### config.mk
export PLATFORM = sky130hd
export DESIGN_NAME = imm_field_encoder
export DESIGN_NICKNAME = d
export VERILOG_FILES = /design/src/rtl/riscv_imm_pkg.sv /design/src/rtl/imm_pack.sv /design/src/rtl/imm_field_encoder.sv
export SDC_FILE = /design/constraint.sdc
export NUM_CORES = 1
export LEC_CHECK = 0
export BUFFER_PORTS_ARGS = -buffer_cell sky130_fd_sc_hd__buf_2
export CORE_MARGIN = 1
export CORE_UTILIZATION = 52
export DETAILED_ROUTE_END_ITERATION = 16
export PLACE_DENSITY = 0.8
export SLEW_MARGIN = 20
export SYNTH_ARGS = -nofsm -noshare
export SYNTH_HDL_FRONTEND = slang
export SYNTH_SLANG_ARGS = --single-unit
### constraint.sdc
create_clock -name clk -period 2.3 [get_ports clk]
set_input_delay 0.46 -clock clk [delete_from_list [all_inputs] [get_ports clk]]
set_output_delay 0.46 -clock clk [all_outputs]
set_load 0.005 [all_outputs]
### src/rtl/riscv_imm_pkg.sv
`default_nettype none
// ============================================================================
// Module   : riscv_imm_pkg
// Brief    : Immediate-format selectors shared with the decode path, plus
//            opcode constants and a sign-extension range helper.
// Revision : 1.0 - initial release
// ============================================================================
package riscv_imm_pkg;

    localparam logic [2:0] IMM_I = 3'b001;
    localparam logic [2:0] IMM_S = 3'b010;
    localparam logic [2:0] IMM_B = 3'b011;
    localparam logic [2:0] IMM_J = 3'b100;
    localparam logic [2:0] IMM_U = 3'b101;

    localparam logic [6:0] OPC_OP_IMM = 7'h13;
    localparam logic [6:0] OPC_STORE  = 7'h23;
    localparam logic [6:0] OPC_BRANCH = 7'h63;
    localparam logic [6:0] OPC_JAL    = 7'h6F;
    localparam logic [6:0] OPC_LUI    = 7'h37;

    // True when imm[31:bits-1] are all equal, i.e. imm is a sign extension
    // of its low 'bits' bits.
    function automatic logic fits_signed(input logic [31:0] imm, input int unsigned bits);
        logic [31:0] m;
        m = 32'hFFFF_FFFF << (bits - 1);
        return ((imm & m) == m) || ((imm & m) == 32'h0);
    endfunction

endpackage
`default_nettype wire

### src/rtl/imm_pack.sv
`default_nettype none
// ============================================================================
// Module   : imm_pack
// Brief    : Combinational packer - scatters an immediate into the I/S/B/J/U
//            fields of a base instruction word and flags unrepresentable values.
// Revision : 1.0 - initial release
// ============================================================================
module imm_pack
    import riscv_imm_pkg::*;
#(
    parameter int CHECK_EN = 1
)(
    input  logic [31:0] i_base,
    input  logic [31:0] i_imm,
    input  logic [2:0]  i_imm_src,
    output logic [31:0] o_instr,
    output logic        o_err
);

    logic [31:0] w_instr;
    logic        w_range_err;
    logic        w_illegal;

    always_comb begin
        w_instr     = i_base;
        w_range_err = 1'b0;
        w_illegal   = 1'b0;
        case (i_imm_src)
            IMM_I: begin
                w_instr[31:20] = i_imm[11:0];
                w_range_err    = !fits_signed(i_imm, 12);
            end
            IMM_S: begin
                w_instr[31:25] = i_imm[11:5];
                w_instr[11:7]  = i_imm[4:0];
                w_range_err    = !fits_signed(i_imm, 12);
            end
            IMM_B: begin
                w_instr[31]    = i_imm[12];
                w_instr[7]     = i_imm[11];
                w_instr[30:25] = i_imm[10:5];
                w_instr[11:8]  = i_imm[4:1];
                w_range_err    = !fits_signed(i_imm, 13) || i_imm[0];
            end
            IMM_J: begin
                w_instr[31]    = i_imm[20];
                w_instr[19:12] = i_imm[19:12];
                w_instr[20]    = i_imm[11];
                w_instr[30:21] = i_imm[10:1];
                w_range_err    = !fits_signed(i_imm, 21) || i_imm[0];
            end
            IMM_U: begin
                w_instr[31:12] = i_imm[31:12];
                w_range_err    = (i_imm[11:0] != 12'h000);
            end
            default: begin
                w_illegal = 1'b1;
            end
        endcase
    end

    // An unknown format is always reported, even with range checking disabled.
    assign o_instr = w_instr;
    assign o_err   = w_illegal || ((CHECK_EN != 0) && w_range_err);

endmodule
`default_nettype wire

### src/rtl/imm_field_encoder.sv
`default_nettype none
// ============================================================================
// Module   : imm_field_encoder
// Brief    : Two-stage valid/ready pipeline around imm_pack with a saturating
//            count of errored results delivered downstream.
// Revision : 1.0 - initial release
// ============================================================================
module imm_field_encoder
    import riscv_imm_pkg::*;
#(
    parameter int COUNT_W  = 16,
    parameter int CHECK_EN = 1
)(
    input  logic               clk,
    input  logic               rst_n,
    input  logic               in_valid,
    output logic               in_ready,
    input  logic [31:0]        in_base,
    input  logic [31:0]        in_imm,
    input  logic [2:0]         in_imm_src,
    output logic               out_valid,
    input  logic               out_ready,
    output logic [31:0]        out_instr,
    output logic               out_err,
    input  logic               err_clr,
    output logic [COUNT_W-1:0] err_count
);

    localparam logic [COUNT_W-1:0] c_cnt_max = '1;
    localparam logic [COUNT_W-1:0] c_cnt_one = COUNT_W'(1);

    logic [31:0]        w_enc_instr;
    logic               w_enc_err;
    logic               w_s2_free;
    logic               w_s1_free;
    logic               w_out_fire;

    logic               r_s1_valid;
    logic [31:0]        r_s1_instr;
    logic               r_s1_err;
    logic               r_out_valid;
    logic [31:0]        r_out_instr;
    logic               r_out_err;
    logic [COUNT_W-1:0] r_err_count;

    imm_pack #(
        .CHECK_EN (CHECK_EN)
    ) u_pack (
        .i_base    (in_base),
        .i_imm     (in_imm),
        .i_imm_src (in_imm_src),
        .o_instr   (w_enc_instr),
        .o_err     (w_enc_err)
    );

    // A stage may load when it is empty or its occupant leaves this cycle.
    assign w_out_fire = r_out_valid && out_ready;
    assign w_s2_free  = !r_out_valid || out_ready;
    assign w_s1_free  = !r_s1_valid || w_s2_free;

    always_ff @(posedge clk or negedge rst_n) begin
        if (!rst_n) begin
            r_s1_valid <= 1'b0;
            r_s1_instr <= 32'h0;
            r_s1_err   <= 1'b0;
        end else if (w_s1_free) begin
            r_s1_valid <= in_valid;
            if (in_valid) begin
                r_s1_instr <= w_enc_instr;
                r_s1_err   <= w_enc_err;
            end
        end
    end

    always_ff @(posedge clk or negedge rst_n) begin
        if (!rst_n) begin
            r_out_valid <= 1'b0;
            r_out_instr <= 32'h0;
            r_out_err   <= 1'b0;
        end else if (w_s2_free) begin
            r_out_valid <= r_s1_valid;
            if (r_s1_valid) begin
                r_out_instr <= r_s1_instr;
                r_out_err   <= r_s1_err;
            end
        end
    end

    always_ff @(posedge clk or negedge rst_n) begin
        if (!rst_n) begin
            r_err_count <= '0;
        end else if (err_clr) begin
            r_err_count <= '0;
        end else if (w_out_fire && r_out_err && (r_err_count != c_cnt_max)) begin
            r_err_count <= r_err_count + c_cnt_one;
        end
    end

    assign in_ready  = w_s1_free;
    assign out_valid = r_out_valid;
    assign out_instr = r_out_instr;
    assign out_err   = r_out_err;
    assign err_count = r_err_count;

endmodule
`default_nettype wire

==> run metrics <==
FF+latch count, synth 84; Max IR drop VDD approximately 0.35 mV; FP Rows 32; end of the worst register-to-register path err_count[6]; R2R Setup Slk 400 ps; Pwr Total 3.75 mW; Final ANT Viol Nets 0; Starting Density a little over half; routed len/inst between 15 and 20 µm; Slew @ Worst Pin slightly above 700 ps; area of the multi-input gates 1970 µm²; CTS Root Cell clkbuf_8; Synthesized Nets ~460; Residual DRC 0; commonest non-fill, non-tap cells in the layout buf_2 (121), dfrtp_1 (84), mux2_2 (44); Die W ~92 µm; HPWL Detailed slightly below 7000 µm; placed cell count between 500 and 600; RSZ-0062 raised after global routing no; Max-Cap Viols 0; Slew Viols, Final 0; Resized Gates After CTS 0; aggregate negative setup slack 0 ps; Slew Limit Headroom between 50 and 60%; Clock Sinks 84; I/O pins 123; final net count approximately 580; Critical Path AT between 2000 and 2500 ps; largest cells by area after synthesis dfrtp_1 (50%), mux2_2 (12%), mux2i_1 (5.3%), o21ai_0 (3.8%), nand2_1 (3.0%); Syn-to-layout area delta 22.4%; synth warn 0; fin crit share 82.6%; global route overflow 0; Worst setup EP type register; drt initial violations ~160; pin count of the biggest net entering global routing 47; CTS tree yes; Setup crit start kind register; vias per inst ~5.7; Die Y 91.6 µm; diode count 0; initial antenna violation count 0; sequential fraction of the synthesis area 50.3%; clock buffer count from CTS 9; first drt pass iteration count 4; H-tree Lvls 3; storage element area around 2100 µm²; commonest non-fill, non-tap cell in the layout buf_2; Clk Latency, worst-skew pair between 300 and 400 ps; Max Freq between 0.5 and 0.6 GHz; top_reg_cell synth dfrtp_1; skew final about 11 ps; hold crit path type in2async; clock tree buffer depth 2; crit path kind reg2reg; Mapped Area 4180 µm²; final instance area around 5000 µm²; DRT Wirelength between 9000 and 10,000 µm; fillers 651; routability cong. between 0.8 and 0.9; first-pass GRT wire length 16,000 µm; Final Hold Vio Count 0; GRT Total Usage between 20% and 30%; WP data required 2530 ps; status completed; reg2reg path depth 6; area share of the largest cell type after synthesis between 50% and 60%; Non-Filler Instances about 610; Area after DPL between 4000 and 5000 µm²; post-synthesis instance total 384; FFs w/ async S/R, synth 100%; hold buffer count at CTS 0; post-CTS setup buffers 0; clock period minus worst slack roughly 1900 ps; via count approximately 3,500; I/O Buffers between 100 and 150; post-synthesis cell type count 47; worst-path fanout max 8; Synth area leader dfrtp_1; Mean Syn Cell Area ~11 µm²; EDFF count, synth 0; final setup violation count 0; die area approximately 8400 µm²; power per cell area ~730 nW/µm²; Placeable Area slightly below 8000 µm²; ratio of cells with drive above 1 in the final layout between 30 and 40%; vias in the first global route approximately 3,400; Leak approximately 2.4 nW; Worst R2R Start err_count[1]; Reg clk slew, reported paths approximately 90 ps
## report_power, final
part	internal [mW]	switching (mW)	leakage (nW)	total (mW)
sequential	1.72	0.128	1.04	1.85
combinational	0.399	0.361	1.28	0.760
clock	0.612	0.527	0.102	1.14
total	2.73	1.02	2.42	3.75
## worst max-delay path by stage
stage / startpoint / end
after global routing: err_count[0] / err_count[6]
after global placement: in_imm_src[2] / r_s1_instr[24]
after detailed placement: in_imm_src[2] / r_s1_instr[22]
final: err_count[1] / err_count[6]
after floorplan: err_count[0] / err_count[6]
after CTS: err_count[1] / err_count[6]
## critical path, cell delays in order, from the launching register on
cell	delay [ps]
dfrtp_1	400
ha_1	240
nand2_2	140
or3_4	400
o21ai_4	230
nor3_2	70
mux2_4	290
## state kept, by name, indices dropped and copies added (netlist names)
| register | count |
|---|---|
| r_s1_err | 1 |
| r_s1_valid | 1 |
| err_count | 16 |
| out_valid | 1 |
| out_instr | 32 |
| out_err | 1 |
| r_s1_instr | 32 |
## cells by family after synthesis
| family | count (synthesis) | synth area share (%) |
|---|---|---|
| compound gates | 75 | 11.7 |
| xor+xnor | 11 | 2.31 |
| fa+ha+maj | 1 | 0.299 |
| buf+inv | 26 | 2.61 |
| flops | 84 | 50.3 |
| mux | 68 | 18.0 |
| simple gates | 119 | 14.7 |
## metal layers
layer	GRT usage, %	vias up	wire, µm
met5	0	-	0
met4	8.86	0	112
met3	4.15	12	589
met2	38.7	150	4530
met1	33.0	1651	4200
li1	-	1643	-
## cells in the mapped netlist, types with 2 or more instances
cell type	n
a2111oi_0	7
a21oi_1	7
a221o_1	6
a22oi_1	5
a31oi_1	4
and3_1	3
buf_2	6
clkbuf_1	15
dfrtp_1	84
inv_1	3
mux2_2	44
mux2i_1	22
nand2_1	33
nand2_2	2
nand2b_1	6
nand3_1	8
nand3b_1	2
nand4_1	6
nor2_1	24
nor2b_1	9
nor3_1	6
nor4_1	11
o2111ai_1	2
o21ai_0	32
o22ai_1	6
xnor2_1	7
xor2_1	4
## metrics by stage
| stage | util (%) | hold WS (ps) | worst slack (ps) |
|---|---|---|---|
| final | 65.8 | 70.7 | 401 |
| after floorplan | - | 164 | 538 |
| after global placement | 63.0 | 455 | 370 |
| after detailed placement | 63.0 | 461 | 272 |
| after global routing | 65.8 | 85.2 | 322 |
| after CTS | 65.8 | 73.9 | 411 |
## area by class of cell
cell class	instances	share of cell area (%)
Timing Repair Buffer	130	13.4
Sequential cell	84	41.1
Inverter	3	0.220
Multi-Input combinational cell	274	38.5
Clock inverter	6	1.74
Clock buffer	10	2.50
Tap cell	102	2.50
(Power assumes the default switching activity.)
